[src/rtl/core_mmio_arbiter.sv]
// Arbitrates the shared mtime/mtimecmp MMIO port between the LSU (r0) and the debug/host port (r1).
// Define CORE_MMIO_ARB_RR_EN for round-robin arbitration; otherwise r0 has fixed priority.
module core_mmio_arbiter #(
    parameter int RSP_LAT = 1
) (
    input  logic        g_clk,
    input  logic        g_resetn,
    input  logic        r0_req,
    input  logic        r1_req,
    input  logic        r0_wen,
    input  logic        r1_wen,
    input  logic [63:0] r0_addr,
    input  logic [63:0] r1_addr,
    input  logic [63:0] r0_wdata,
    input  logic [63:0] r1_wdata,
    output logic        r0_gnt,
    output logic        r1_gnt,
    output logic        r0_rsp_valid,
    output logic        r1_rsp_valid,
    output logic [63:0] r0_rdata,
    output logic [63:0] r1_rdata,
    output logic        r0_error,
    output logic        r1_error,
    output logic        m_req,
    output logic        m_wen,
    output logic [63:0] m_addr,
    output logic [63:0] m_wdata,
    input  logic        m_gnt,
    input  logic [63:0] m_rdata,
    input  logic        m_error,
    output logic [1:0]  o_dbg_state
);

    typedef enum logic [1:0] {
        ST_IDLE = 2'd0,
        ST_WAIT = 2'd1,
        ST_RSP  = 2'd2
    } state_t;

    localparam logic [2:0] P_LAT = 3'(RSP_LAT);

    state_t      r_state;
    state_t      w_state_nxt;
    logic [2:0]  r_lat_ctr;
    logic [2:0]  w_lat_ctr_nxt;
    logic        r_owner;
    logic [63:0] r_buf_rdata;
    logic        r_buf_error;
    logic        w_sel_valid;
    logic        w_sel;
    logic        w_gnt;
    logic        w_capture;

`ifdef CORE_MMIO_ARB_RR_EN
    logic r_last;

    // last starts at 1 so the first conflict after reset goes to r0
    always_ff @(posedge g_clk) begin
        if (!g_resetn)
            r_last <= 1'b1;
        else if (w_gnt)
            r_last <= w_sel;
    end

    assign w_sel = (r0_req && r1_req) ? ~r_last : r1_req;
`else
    assign w_sel = ~r0_req;
`endif

    // Nothing is presented downstream while a transaction is outstanding or in reset
    assign w_sel_valid = g_resetn && (r_state != ST_WAIT) && (r0_req || r1_req);
    assign w_gnt       = w_sel_valid && m_gnt;

    assign m_req   = w_sel_valid;
    assign m_wen   = w_sel_valid && (w_sel ? r1_wen : r0_wen);
    assign m_addr  = w_sel_valid ? (w_sel ? r1_addr : r0_addr) : 64'd0;
    assign m_wdata = w_sel_valid ? (w_sel ? r1_wdata : r0_wdata) : 64'd0;

    assign r0_gnt = w_gnt && !w_sel;
    assign r1_gnt = w_gnt && w_sel;

    always_comb begin
        w_state_nxt   = r_state;
        w_lat_ctr_nxt = r_lat_ctr;
        w_capture     = 1'b0;
        case (r_state)
            ST_IDLE: begin
                if (w_gnt) begin
                    w_state_nxt   = ST_WAIT;
                    w_lat_ctr_nxt = 3'd1;
                end
            end
            ST_WAIT: begin
                w_lat_ctr_nxt = r_lat_ctr + 3'd1;
                if (r_lat_ctr == P_LAT) begin
                    w_capture   = 1'b1;
                    w_state_nxt = ST_RSP;
                end
            end
            ST_RSP: begin
                if (w_gnt) begin
                    w_state_nxt   = ST_WAIT;
                    w_lat_ctr_nxt = 3'd1;
                end else begin
                    w_state_nxt = ST_IDLE;
                end
            end
            default: w_state_nxt = ST_IDLE;
        endcase
    end

    always_ff @(posedge g_clk) begin
        if (!g_resetn) begin
            r_state     <= ST_IDLE;
            r_lat_ctr   <= 3'd0;
            r_owner     <= 1'b0;
            r_buf_rdata <= 64'd0;
            r_buf_error <= 1'b0;
        end else begin
            r_state   <= w_state_nxt;
            r_lat_ctr <= w_lat_ctr_nxt;
            if (w_gnt)
                r_owner <= w_sel;
            if (w_capture) begin
                r_buf_rdata <= m_rdata;
                r_buf_error <= m_error;
            end
        end
    end

    // Owner is updated on a grant in RSP, but the strobe still reflects the finishing owner
    assign r0_rsp_valid = (r_state == ST_RSP) && !r_owner;
    assign r1_rsp_valid = (r_state == ST_RSP) && r_owner;
    assign r0_rdata     = r_buf_rdata;
    assign r1_rdata     = r_buf_rdata;
    assign r0_error     = r_buf_error;
    assign r1_error     = r_buf_error;
    assign o_dbg_state  = r_state;

endmodule

[config.mk]
export PLATFORM = sky130hd
export DESIGN_NAME = core_mmio_arbiter
export DESIGN_NICKNAME = d
export VERILOG_FILES = /design/src/rtl/core_mmio_arbiter.sv
export SDC_FILE = /design/constraint.sdc
export NUM_CORES = 1
export LEC_CHECK = 0
export CAP_MARGIN = 15
export CORE_AREA = 4 4 226 228
export DETAILED_ROUTE_END_ITERATION = 10
export DIE_AREA = 0 0 230 232
export HOLD_SLACK_MARGIN = 0.02
export SYNTH_ARGS = -nofsm -noshare
export SYNTH_HDL_FRONTEND = slang
export SYNTH_SLANG_ARGS = --single-unit
[constraint.sdc]
create_clock -name g_clk -period 2.25 [get_ports g_clk]
set_clock_uncertainty 0.15 [all_clocks]
set_input_delay 0.45 -clock g_clk [delete_from_list [all_inputs] [get_ports g_clk]]
set_output_delay 0.45 -clock g_clk [all_outputs]
set_load 0.05 [all_outputs]
**Word-level counts from Yosys, hierarchy flattened**

Index checks and enable logic that the tools add are counted.

- $add $sub $neg: 1
- Eq/ne operators: 7
- Multiplexer cells: 13
- Bitwise logic cells: 1
- Reduce and logical (&&, ||, !) cells: 15

Operators with widths:

| kind | number |
|---|---|
| 64-bit two-way mux | 4 |
| 1-bit logical AND | 8 |
| 2-bit one-hot mux with 3 select lines | 1 |
| 3-bit one-hot mux with 2 select lines | 1 |
| 1-bit two-way mux | 4 |
| 2-bit two-way mux | 2 |
| 2-bit by 1-bit != test with 1-bit output (second input constant) | 2 |
| 2-bit != test (second input constant) | 2 |
| 2-bit AND reduction | 2 |
| 3-bit by 1-bit adder with 3-bit output (second input constant) | 1 |
| 3-bit by 1-bit equality test with 1-bit output (second input constant) | 1 |
| 3-bit two-way mux | 1 |
| 2-bit by 1-bit equality test with 1-bit output (second input constant) | 1 |
| 2-bit equality test (second input constant) | 1 |
| 2-bit zero test | 1 |
| 2-bit nonzero test | 1 |
| 2-bit OR reduction | 1 |
| 1-bit zero test | 1 |
| 1-bit logical OR | 1 |
| 1-bit NOT | 1 |

- Flip-flop bits (word level): 71
- Input port bits: 328
- Output and inout port bits: 266
- Word-level logic and storage cells: 42

**Logic depth before layout (Yosys ltp)**

Gate-level depths: netlist of the first run.

- Depth after elaboration: 6
- Mapped depth: 7
- Gate-level depth less buffers: 5

**Least setup slack after synthesis of the first run**

Ideal clock, no wire load.

- Path kind: reg2out
- Start point: register r_state[1], in the netlist o_dbg_state[1]
- End point: output r1_gnt
- Data arrival time: 2.486 ns
- Data required time: 1.650 ns
- Setup slack: -0.836 ns
- Stages on the path, launching flop included: 7
- Path buffers: 3
- Path through: dfxtp_1 > nand2b_1 > buf_2 > nand2b_1 > buf_2 > buf_6 > nor3b_1

- Cells in the longest elaborated chain, start to end: 5

RTL lines:

| element | RTL line | source |
|---|---|---|
| start: declaration | 42 | `state_t r_state;` |
| start signal: assignment | 120 | `r_state <= w_state_nxt;` |
| 2-bit by 1-bit != test with 1-bit output | 71 | `assign w_sel_valid = g_resetn && (r_state != ST_WAIT) && (r0_req \|\| r1_req);` |
| 1-bit logical AND (2 in a row) | 71 |  |
| 1-bit logical AND | 72 | `assign w_gnt = w_sel_valid && m_gnt;` |
| 1-bit logical AND | 80 | `assign r1_gnt = w_gnt && w_sel;` |
| end: declaration | 17 | `output logic r1_gnt,` |

No other way between the ends.

**Worst setup path in the final report of the first run**

- Start point: input g_resetn
- End point: output m_addr[36]

- Cells in the longest elaborated chain, start to end: 3

RTL lines:

| element | RTL line | source |
|---|---|---|
| start: declaration | 7 | `input logic g_resetn,` |
| 1-bit logical AND (2 in a row) | 71 |  |
| 64-bit two-way mux | 76 | `assign m_addr = w_sel_valid ? (w_sel ? r1_addr : r0_addr) : 64'd0;` |
| end: declaration | 26 | `output logic [63:0] m_addr,` |

No other way between the ends.

==> results.ini, run 1 <==
[run_status]
status=finished with violations
violations=negative setup slack

[grt]
grt_pass1_vias=7383
grt_usage=0.136
grt_overflow=0
grt_max_degree=70
antenna_found_initial=13
grt_pass1_wl_um=52700

[synth]
ys_seq_area_frac=0.283
ys_top_cells_by_area=dfxtp_1, mux2i_1, buf_4
avgSynthCellArea_um2=7.50
synth_area_um2=5030
ys_ff_latch=71
synth_warnings=0
synth_top_area_cell=dfxtp_1
synth_top_area_share=0.283
synth.distinct_cells=25
syn_inst=670
synth_nets=1000

[finish]
layout_common_cells=clkdlybuf4s50_1, buf_12, nand2_1
area_growth_pct=190
mostFrequentLayoutCell=clkdlybuf4s50_1
instances_no_fill=1898
final_nets=1556
drive_gt1_frac=0.303
fill_cells=5092

[power]
intPower_mw=3.90
ir_drop_v=0.000328
power_frac_seq=0.213
power_density_nw_per_um2=420
power.clock.fraction=0.258
power_switching_mw=2.22
switching_share=0.362
combPwrFrac=0.529
p_leak_nw=5.42

[hold_path]
hp-class=reg -> reg
hold_depth=2

[clock_network]
cts.sinks=71
numCtsBuffers=9
clock_latency_ns=0.34
cts_buffer_depth=2
h-tree-depth=3
clk_pin_slew_ns=0.05
cts_tree=done
hold_buffers=0
root_buffer=clkbuf_16

[critical_path]
cpPeakStageDelay_ns=0.34
path_cells=dlygate4sd2_1, o21ai_2, nand2b_4, bufbuf_16, nor2_2, buf_12
endpoint_kind=output pin
crit_path_max_fanout=14
crit_slowest_cell=bufbuf_16
cp_data_required_time_ns=1.65
arrival_ns=1.70
critical_path.startpoint_type=input port
critPathKind=in -> out
r2r_cells=5

[die]
rows=81
initial_core_util=0.103
core_region_area_um2=48800
die_w_um=230
dieArea_um2=53400
die_height_um=232
ios=594

[sta]
fin_ws_ns=-0.0459
worst_pin_slew_ns=0.554
max_freq_mhz=436
setup_viol=39
hold_violations=0
period_minus_slack_ns=2.30
setup_tns_ns=-0.725
slew-limit-headroom=0.629
rsz0062_at_grt=yes
slew_viol_final=0
hold_ws_ns=0.317
post-route-period-util=1.02

[drt]
dr.pass1.iters=4
drt-initial-drc-count=121
drc=0
vias=6875
vias_per_cell=3.62
wirelength_um=38400
wl_per_cell_um=20.2
ant_nets=0

[placement]
dpl.cell_count=1868
dp_slack_ns=-0.406
place_hpwl_um=31700
port_buffers=593
routabilityCongestion=0.850

[job]
drv_cap=0

[power by group through the flow]
stage | Combinational (mW) | Sequential (mW) | Clock [mW]
2_1_floorplan | 1.18 | 1.41 | 0
3_3_place_gp | 2.90 | 1.33 | 0
3_5_place_dp | 2.90 | 1.33 | 0
4_1_cts | 3.20 | 1.31 | 1.67
5_1_grt | 3.37 | 1.31 | 1.72
6_report | 3.24 | 1.31 | 1.58
[final cells by class]
type	instances	area [um^2]	area share
Clock inverter	5	81.3	0.00558
Timing Repair Buffer	662	8200	0.562
Inverter	4	15.0	0.00103
Multi-Input combinational cell	478	3780	0.259
Antenna cell	3	7.51	0.000515
Tap cell	664	831	0.0570
Sequential cell	71	1430	0.0977
Clock buffer	11	243	0.0166
[worst paths after layout]
path,to,slack (ns),from
hold reg to reg,r0_rdata[45],0.32,r0_rdata[45]
hold / removal,r0_rdata[45],0.32,r0_rdata[45]
setup / recovery,m_addr[36],-0.05,g_resetn
setup reg to reg,r0_rdata[54],0.42,r_lat_ctr[0]
[synth_stat cells (all sizes together)]
library cell  count
nand2           130
a21oi            66
nor2            131
and3b             1
nand4bb           1
a31oi             1
nor3b             4
nor3              1
mux2i           129
xnor2             2
inv               4
ha                2
o32ai             1
dfxtp            71
buf             108
o21a              2
nand2b            2
and4bb            1
clkbuf            9
o21ai             1
nand3b            1
nand3             2
[state kept, by name, indices dropped and copies added (netlist names)]
| signal | flops |
|---|---|
| r0_rdata | 64 |
| r_lat_ctr | 3 |
| r_owner | 1 |
| r0_error | 1 |
| o_dbg_state | 2 |
[what timing repair did]
action	in CTS	in global routing
cloned	6	4
gates resized for setup	180	42
pin swaps	58	33
setup endpoints to repair	132	128
buffers inserted	6	0
[through the flow]
| step | utilization | instance area [um^2] | total power [mW] |
|---|---|---|---|
| after floorplan | - | 5280 | 2.58 |
| after global placement | 0.270 | 13200 | 4.23 |
| after detailed placement | 0.270 | 13200 | 4.24 |
| after CTS | 0.294 | 14400 | 6.18 |
| after global routing | 0.299 | 14600 | 6.39 |
| final | 0.299 | 14600 | 6.12 |
[critical path: cells and delay by family]
| kind | cells | cell delay, ns |
|---|---|---|
| and+or+nand+nor | 2 | 0.40 |
| buffers and inverters | 3 | 0.75 |
| AOI/OAI and AO/OA | 1 | 0.08 |
[kinds of logic after synthesis]
family,Yosys count,synth area share
buf+inv,121,0.165
xor+xnor,2,0.00348
simple gates,274,0.214
fa+ha+maj,2,0.00498
flops,71,0.283
mux,129,0.257
compound gates,71,0.0727
[metal layers]
layer / vias up / track usage / part of all wire
met2: 364 / 0.255 / 0.52
met1: 3217 / 0.145 / 0.37
met5: - / 0 / 0.0012
met3: 40 / 0.0504 / 0.084
met4: 6 / 0.0299 / 0.018
li1: 3248 / - / -
Note: power is estimated with default switching activity, not from simulation.
==> inputs of run 2 (changes only) <==
--- a/config.mk
+++ b/config.mk
@@ -5,8 +5,9 @@
 export SDC_FILE = /design/constraint.sdc
 export NUM_CORES = 1
 export LEC_CHECK = 0
-export CAP_MARGIN = 15
+export CAP_MARGIN = 20
 export CORE_AREA = 4 4 226 228
+export CTS_BUF_LIST = sky130_fd_sc_hd__clkbuf_8
 export DETAILED_ROUTE_END_ITERATION = 10
 export DIE_AREA = 0 0 230 232
 export HOLD_SLACK_MARGIN = 0.02
==> run 2 against run 1 <==
- the run still ends with negative setup slack left
- via count rose by 1.0%
- non-clock buffer count rose by 8
- worst hold slack improved by 0.0019 ns
- maximum frequency fell by 2.2%
- setup slack got worse by 0.052 ns
- die area did not move
- total power fell by 6.3%
- design area barely moved
- final cell count rose by 0.84%
- core utilization barely moved
- highest routed layer unchanged
==> results.ini, run 2 (same netlist as run 1, synthesis figures left out) <==
[placement]
place_hpwl_um=31700
dpl_cell_area_um2=13200
dp_slack_ns=-0.406
routabilityCongestion=0.850
port_buffers=593
dpl.cell_count=1868

[critical_path]
endpoint_kind=output pin
crit_path_max_fanout=8
regToRegStartpoint=r_lat_ctr[0]
critical_path.startpoint_type=input port
arrival_ns=1.75
crit_path_start=r1_req
critPathKind=in -> out
cp_data_required_time_ns=1.65

[grt]
grt_usage=0.137
grt_pass1_vias=7450
grt_max_degree=70
grt_overflow=0
grt_pass1_wl_um=53000
antenna_found_initial=18

[finish]
layout_common_cells=clkdlybuf4s50_1, buf_12, nand2_1
finalInstanceArea_um2=14600
largest_reg_flops=64
instances_no_fill=1914
final_nets=1564
drive_gt1_frac=0.303
area_growth_pct=190
mostFrequentLayoutCell=clkdlybuf4s50_1

[sta]
post-route-period-util=1.04
hold_violations=0
max_freq_mhz=426
period_minus_slack_ns=2.35
worst_pin_slew_ns=0.555
rsz0062_at_grt=yes
slew-limit-headroom=0.629
fin_ws_ns=-0.0981
slew_viol_final=0
setup_viol=110

[hold_path]
min_from=r0_rdata[45]
hp-class=reg -> reg

[power]
power_density_nw_per_um2=393
p_leak_nw=5.85
ir_drop_v=0.000195

[drt]
vias_per_cell=3.63
wirelength_um=38400
wl_per_cell_um=20.1
dr.pass1.iters=4
dr_wl_met2_um=20100
topRoutingLayerUsed=met5
drc=0
drt-initial-drc-count=137
vias=6947
wl_met1_um=14300
wl_met3_um=3240
ant_nets=0

[clock_network]
clock_latency_ns=0.37
root_buffer=clkbuf_8
h-tree-depth=3
numCtsBuffers=9
cts_buffer_depth=2
cts_tree=done
cts.sinks=71
clk_pin_slew_ns=0.07

[die]
dieArea_um2=53400
die_height_um=232
rows=81
core_region_area_um2=48800
die_w_um=230
ios=594
initial_core_util=0.103

[job]
drv_cap=0

[run_status]
status=finished with violations
violations=negative setup slack

[run 2: worst max-delay path: stages]
cell and delay, ns:
clkdlybuf4s15_2 0.23, o21ai_2 0.15, nand2b_4 0.21, buf_4 0.19
buf_12 0.16, nor2_1 0.06, buf_4 0.15, buf_12 0.14
[run 2: final timing paths]
kind / cells after the start / slack, ns / end
setup reg to reg: 5 / 0.39 / r0_rdata[54]
hold / removal: 2 / 0.32 / r0_rdata[45]
hold reg to reg: 2 / 0.32 / r0_rdata[45]
setup / recovery: 8 / -0.1 / m_wdata[44]
[run 2: area by class of cell]
cell class              count  area, um^2
diodes                     11        27.5
clock inverters             6        85.1
well taps                 664         831
repair buffers            670        8320
clock buffers              10         138
inverters                   4        15.0
fillers                  5081       34300
flip-flops and latches     71        1430
multi-input cells         478        3750
[run 2: per-layer routing]
layer / vias to the layer above / GRT usage
met1: 3275 / 0.145
met5: - / 0
met2: 358 / 0.247
met3: 39 / 0.0518
met4: 6 / 0.0520
li1: 3269 / -
[run 2: repair_timing]
| item | 4_1_cts | 5_1_grt |
|---|---|---|
| setup buffers | 9 | 3 |
| hold buffers | 0 | 0 |
| resized for setup | 203 | 34 |
| pin swaps | 66 | 45 |
| gates cloned | 8 | 2 |
| endpoints found under the setup margin | 145 | 153 |
[run 2: per-stage QoR]
stage	TNS (ns)	power [mW]	util	hold slack, ns
floorplan	-19.70	2.58	-	0.318
global placement	-38.27	4.23	0.270	0.305
detailed placement	-38.70	4.24	0.270	0.311
CTS	-12.48	5.84	0.296	0.322
global route	-15.37	6.01	0.299	0.337
finish	-4.31	5.74	0.299	0.319
[run 2: where the power goes]
| group | switching (mW) | leakage [nW] | internal [mW] |
|---|---|---|---|
| logic | 1.62 | 5.16 | 1.63 |
| clock network | 0.536 | 0.114 | 0.651 |
| registers | 0.0223 | 0.574 | 1.28 |
| total | 2.18 | 5.85 | 3.56 |
==> inputs of run 3 (changes only) <==
--- a/config.mk
+++ b/config.mk
@@ -6,10 +6,10 @@
 export NUM_CORES = 1
 export LEC_CHECK = 0
 export CAP_MARGIN = 20
-export CORE_AREA = 4 4 226 228
+export CORE_AREA = 2 2 230 232
 export CTS_BUF_LIST = sky130_fd_sc_hd__clkbuf_8
 export DETAILED_ROUTE_END_ITERATION = 10
-export DIE_AREA = 0 0 230 232
+export DIE_AREA = 0 0 232 234
 export HOLD_SLACK_MARGIN = 0.02
 export SYNTH_ARGS = -nofsm -noshare
 export SYNTH_HDL_FRONTEND = slang
==> run 3 against run 2 <==
- die area is 1.7% higher
- core utilization is 2.4 points lower
- the flow still finishes with violations (negative setup slack)
- count of clock-buffer cells in the layout stayed put
- maximum frequency is 2.8% higher
- routed wire length is 5.3% lower
==> results.ini, run 3 (same netlist as run 1, synthesis figures left out) <==
[critical_path]
crit_slowest_cell=dfxtp_2
cp_data_required_time_ns=1.65
r2r_cells=5
arrival_ns=1.68
path_cells=nand2b_4, buf_4, nand2b_4, buf_6, nor3b_4, buf_12
worst_path_most_repeated_cell=nand2b_4
r2r_end=r0_rdata[6]
regToRegStartpoint=r_lat_ctr[0]
endpoint_kind=output pin
critical_path.startpoint_type=flop
r2r_slack_ns=0.25
critPathKind=reg -> out
cpPeakStageDelay_ns=0.34
crit_path_max_fanout=6

[drt]
ant_nets=0
vias=6808
drt-initial-drc-count=112
dr.pass1.iters=4
vias_per_cell=3.55
wl_per_cell_um=19.0
drc=0
wirelength_um=36400

[finish]
area_growth_pct=185
mostFrequentLayoutCell=clkdlybuf4s50_1
final_nets=1548
layout_common_cells=clkdlybuf4s50_1, buf_12, nand2_1
finalInstanceArea_um2=14300
largest_reg_flops=64
drive_gt1_frac=0.297
fill_cells=5442

[clock_network]
numCtsBuffers=9
hold_buffers=0
h-tree-depth=3
clk_pin_slew_ns=0.09
root_buffer=clkbuf_8
cts.sinks=71
cts_tree=done
cts_buffer_depth=2
clock_latency_ns=0.39

[die]
die_height_um=234
die_w_um=232
ios=594
dieArea_um2=54300
initial_core_util=0.0966
rows=84
core_region_area_um2=52000

[grt]
grt_pass1_vias=7228
grt_overflow=0
grt_usage=0.129
grt_pass1_wl_um=49900
grt_max_degree=47
antenna_found_initial=18

[sta]
period_minus_slack_ns=2.28
fin_ws_ns=-0.0341
slew_viol_final=0
hold_violations=0
slew-limit-headroom=0.585
max_freq_mhz=438
hold_ws_ns=0.321
setup_viol=13
post-route-period-util=1.02
worst_pin_slew_ns=0.621
rsz0062_at_grt=yes
setup_tns_ns=-0.172

[power]
p_total_mw=5.54
ir_drop_v=0.000182
p_leak_nw=5.85
power_density_nw_per_um2=387

[hold_path]
min_from=r0_rdata[44]
hold_depth=2
hp-class=reg -> reg
whs_endpoint=r0_rdata[44]

[placement]
dp_slack_ns=-0.444
place_hpwl_um=29800
dpl_cell_area_um2=13000
port_buffers=593
routabilityCongestion=0.881

[run_status]
status=finished with violations
violations=negative setup slack

[job]
drv_cap=0

## run 3: critical path, delay by kind of cell (launching register included)
family / cells / cell delay (ns)
buffers and inverters: 3 / 0.46
and+or+nand+nor: 3 / 0.49
DFF: 1 / 0.34
## run 3: worst max-delay path by stage
stage	slack (ns)	cells after the start	to	from
after floorplan	-0.28	7	m_addr[47]	o_dbg_state[0]
after global placement	-0.44	7	m_addr[37]	g_resetn
after detailed placement	-0.44	7	m_wdata[12]	g_resetn
after CTS	-0.13	7	m_addr[37]	o_dbg_state[1]
after global routing	-0.15	7	m_addr[37]	o_dbg_state[1]
final	-0.03	6	r1_gnt	o_dbg_state[1]
## run 3: layout make-up
type	instances	area, um^2	share of cell area
clock buffers	10	138	0.00962
flip-flops and latches	71	1420	0.0994
well taps	688	861	0.0601
clock inverters	6	67.6	0.00472
multi-input cells	479	3710	0.259
inverters	4	15.0	0.00105
repair buffers	653	8090	0.565
diodes	5	12.5	0.000874
## run 3: timing repair
action | in CTS | in global routing
cloned | 8 | 2
gates resized for setup | 215 | 44
pin swaps | 33 | 17
buffers inserted | 5 | 2
endpoints found under the setup margin | 174 | 146
## run 3: per-stage QoR
stage	std cells	utilization
2_1_floorplan	670	-
3_3_place_gp	1880	0.251
3_5_place_dp	1880	0.251
4_1_cts	1908	0.271
5_1_grt	1914	0.275
6_report	1916	0.275
## run 3: routing by layer
| metal | vias up | global-route usage | share of wire |
|---|---|---|---|
| li1 | 3245 | - | - |
| met1 | 3146 | 0.131 | 0.35 |
| met2 | 357 | 0.236 | 0.53 |
| met3 | 48 | 0.0574 | 0.10 |
| met4 | 12 | 0.0401 | 0.017 |
| met5 | - | 0 | 0.0022 |
## run 3: where the power goes
group / switching (mW) / internal, mW / leakage [nW]
clock network: 0.556 / 0.545 / 0.0989
logic: 1.56 / 1.57 / 5.17
registers: 0.0223 / 1.28 / 0.574
total: 2.14 / 3.40 / 5.85
==> RTL change 1: new RTL, flow settings as in run 2 <==
Put one more register stage on the output `o_dbg_state`, without a reset. The value now appears one clock later. The other outputs are not delayed to match.
--- a/src/rtl/core_mmio_arbiter.sv
+++ b/src/rtl/core_mmio_arbiter.sv
@@ -136,5 +136,7 @@
     assign r0_error     = r_buf_error;
     assign r1_error     = r_buf_error;
-    assign o_dbg_state  = r_state;
+    always_ff @(posedge g_clk) begin
+        o_dbg_state <= r_state;
+    end
 
 endmodule
Behaviour: not the same (Yosys sat finds a counterexample within 4 cycles, from zero or initial values and one cycle with g_resetn low).
==> RTL change 1 against run 2 <==
  * The flow still finishes with violations (negative setup slack)
  * Synthesized area rose by 0.80%
  * Count of clock-buffer cells in the layout fell by 1
  * Die area did not move
  * Routed wire length rose by 3.2%
  * Power barely moved
  * Global-route usage barely moved
  * Via count rose by 2.1%
  * Cell area rose by 2.2%
  * Hold slack improved by 0.0028 ns
  * Setup slack improved by 0.013 ns
  * Critical path depth fell by 2
  * Register-to-register slack got worse by 0.03 ns
  * Sequential cell count rose by 2
  * Critical path type unchanged
  * Critical endpoint is now m_addr[55]
  * Largest cell class unchanged
  * Largest power group unchanged
  * Highest routed layer unchanged
==> RTL change 1: results (changes against run 2) <==
[final_layout]
non_clock_buffer_count=676  ; +0.90%
fillerInstances=5024  ; -1.1%
fin_cells=1922  ; +0.42%
final-seq-area_sq_um=1470  ; +2.8%
final_nets=1573  ; +0.58%
nonClkBufAreaFrac_pct=56.7  ; -0.33 points
n_antenna_cell=10  ; -1

[placed_design]
place_congestion=0.858  ; +0.94%
post_dp_cell_area_sq_um=13000  ; -1.2%

[setup_path]
cpMaxStageDelayCell=buf_16
crit_fanout=25  ; +17

[routing]
wire_per_inst_um=20.6  ; +2.7%
vias=7096  ; +2.1%
first_iter_violations=164  ; +20%

[worst_hold_path]
min-delay-start=r0_rdata[29]$_SDFFE_PN0P_

[clocking]
cts.sinks=73  ; +2.8%
ctsResizeCount=197  ; -3.0%

[pwr]
p_clk_mw=1.08  ; -9%
ir_worst_vdd_uv=208  ; +6.6%

[outcome]
violations=negative setup slack
status=finished, violations left

[timing]
final-setup-viol-count=64  ; -42%
slew_headroom_pct=62.7  ; -0.20 points
setup_ws_ns=-0.0855  ; +0.0126 ns

[global_routing]
grt_usage_pct=13.7  ; +0.038 points

==> RTL change 1: metal layers <==
layer | up-vias | global-route usage, %
met3 | 58 | 5.03
met1 | 3351 | 14.8
met5 | - | 0
met2 | 388 | 24.2
li1 | 3295 | -
met4 | 4 | 5.90
==> RTL change 1: final timing paths <==
path / cells past startpoint / end / slack [ns]
worst min register to register: 2 / r0_rdata[29]$_SDFFE_PN0P_ / 0.32
worst max register to register: 6 / r0_rdata[55]$_SDFFE_PN0P_ / 0.36
worst max-delay path: 6 / m_addr[55] / -0.09
worst min-delay path: 2 / r0_rdata[29]$_SDFFE_PN0P_ / 0.32
==> RTL change 1: logic make-up after synthesis <==
kind of cell | count (synthesis) | synth area share, %
buf+inv | 121 | 16.4
fa+ha+maj | 2 | 0.494
mux | 129 | 25.5
xor+xnor | 2 | 0.346
flops | 73 | 28.8
simple gates | 274 | 21.3
compound gates | 71 | 7.21
==> RTL change 2: new RTL, config.mk and constraints of run 2 <==
Without the edit above. The option `CORE_MMIO_ARB_RR_EN` is turned on by a define.
--- a/src/rtl/core_mmio_arbiter.sv
+++ b/src/rtl/core_mmio_arbiter.sv
@@ -1,4 +1,6 @@
 // Arbitrates the shared mtime/mtimecmp MMIO port between the LSU (r0) and the debug/host port (r1).
 // Define CORE_MMIO_ARB_RR_EN for round-robin arbitration; otherwise r0 has fixed priority.
+`define CORE_MMIO_ARB_RR_EN
+
 module core_mmio_arbiter #(
     parameter int RSP_LAT = 1
Formal check against the unedited RTL: not equivalent (a bounded check fails within 4 cycles, from zero or initial values and one cycle with g_resetn low).
==> RTL change 2 against run 2 <==
  * The flow still finishes with violations (negative setup slack)
  * Core utilization is 1.8 points higher
  * Cell area is 5.9% higher
  * Clock power is 10% higher
  * Hold slack hardly changed
  * Sequential cell count is 1 higher
  * Power is 7.5% higher
  * Routed wire length is 14% higher
  * Setup slack worse by 0.18 ns
  * Synthesized area is 2.1% lower
  * Critical path type is now flop to primary output
  * Critical endpoint unchanged
  * Largest power group unchanged
  * Highest routed layer unchanged
==> RTL change 2: results (changes against run 2) <==
[logic_synthesis]
synthMuxAreaShare_pct=0  ; -26 points
synth-adder-area-share_pct=0.509  ; +0.011 points
synth_top_cells_by_area=nand2_1 30%, dfxtp_1 29%, a21oi_1 20%
yosys-top-cells-count=388 x nand2_1, 195 x a21oi_1, 72 x dfxtp_1
syn_inst=818  ; +22%
syn_nets=1148  ; +15%
synth_cell_type_count=29  ; +16%
synth_compound_area_share_pct=21.7  ; +14 points
synth_ff_type=dfxtp_1
ys_seq_area_share_pct=29.3  ; +1.0 points
yosysTopAreaCellShare_pct=29.6  ; +1.3 points
synth_xor_area_share_pct=0.356  ; +0.0076 points

[placed_design]
dpl.cell_count=2023  ; +8.3%
place_congestion=0.870  ; +2.4%
post_dp_cell_area_sq_um=13200  ; about the same
dp_slack_ns=-0.721  ; -0.315 ns
dp_hpwl_um=34900  ; +10%
portBuffers=593  ; unchanged

[setup_path]
crit_start=r_last$_SDFFE_PN1P_
crit_fanout=9  ; +1
r2r-end=r0_rdata[29]$_SDFFE_PN0P_
worstPathArrival_ns=1.93  ; +0.18 ns
crit_path_max_incr_delay_ns=0.38  ; +0.15 ns
cpMaxStageDelayCell=dfxtp_4
r2r-start=r_lat_ctr[0]$_SDFFE_PN0P_
reg2reg_slack_ns=0.33  ; -0.06 ns

[global_routing]
antenna_found_initial=15  ; -3
grt_pass1_vias=8400  ; +13%
grt_pass1_wl_um=58300  ; +10%
grt_max_degree=59  ; -16%
grt_usage_pct=14.8  ; +1.1 points

[pwr]
leakage_nw=5.80  ; -0.90%
ir_worst_vdd_uv=301  ; +54%
power_density_nw_per_um2=399  ; +1.5%

[outcome]
violations=negative setup slack
status=finished, violations left

[final_layout]
drive_gt1_share_pct=36.7  ; +6.4 points
fillerInstances=4978  ; -2.0%
fin_cells=2075  ; +8.4%
final_nets=1729  ; +11%

[routing]
via_per_inst=3.87  ; +6.7%
first_iter_violations=308  ; +120%
drt-total-wl_um=43800  ; +14%
dr.pass1.iters=5  ; +1

[worst_hold_path]
holdPathEnd=r0_rdata[28]$_SDFFE_PN0P_
hold_class=flop to flop
min-delay-start=r0_rdata[28]$_SDFFE_PN0P_

[timing]
setup_ws_ns=-0.280  ; -0.182 ns
tns_ns=-25.42  ; -21.11 ns
worstMarginPinSlew_ns=0.549  ; -0.00624 ns
whs_ns=0.319  ; +0.000190 ns
final-setup-viol-count=130  ; +18%

[clocking]
clkTransAtPathRegs_ns=0.09  ; +0.02 ns
cts_buffers=9  ; unchanged
cts_buffer_depth=2  ; unchanged

## RTL change 2: cell types whose count changed after synthesis, moves of 3 or more
cell	change
nor3b_1	-3
buf_4	-4
nand2_1	+258
clkbuf_1	+6
buf_6	-10
nor2_1	-129
buf_2	+21
a21oi_1	+129
mux2i_1	-129
## RTL change 2: routing by layer
metal  up-vias  track usage [%]  wire length, um
li1       3741                -                -
met1      3763             16.0            16000
met2       467             28.4            23100
met3        66             4.02             3180
met4         2             3.84             1560
met5         -                0               12
## RTL change 2: worst max-delay path: cells and delay by family (launching register included)
kind / cells / cell delay, ns
flip-flops: 1 / 0.38
AND/OR/NAND/NOR: 1 / 0.05
buffers and inverters: 5 / 0.69
AO/OA/AOI/OAI: 2 / 0.41
## RTL change 2: logic make-up after synthesis
| group | after synthesis |
|---|---|
| adder cells (fa/ha/maj) | 2 |
| buffers and inverters | 134 |
| AO/OA/AOI/OAI | 206 |
| AND/OR/NAND/NOR | 402 |
| XOR/XNOR | 2 |
| flip-flops | 72 |
## RTL change 2: report_power, final
group / internal (mW) / leakage, nW / switching (mW)
clock network: 0.773 / 0.123 / 0.533
registers: 1.30 / 0.583 / 0.0244
logic: 1.71 / 5.09 / 1.82
## RTL change 2: area by class of cell
type | instances | share of cell area (%)
well taps | 664 | 5.38
inverters | 4 | 0.0972
multi-input cells | 612 | 27.3
flip-flops and latches | 72 | 9.39
repair buffers | 700 | 56.1
clock inverters | 6 | 0.745
diodes | 7 | 0.113
clock buffers | 10 | 0.891
## RTL change 2: repair_timing
action,4_1_cts,5_1_grt
endpoints found under the setup margin,142,135
buffers inserted,24,4
pin swaps,53,36
gates cloned,4,8
resized for setup,270,122
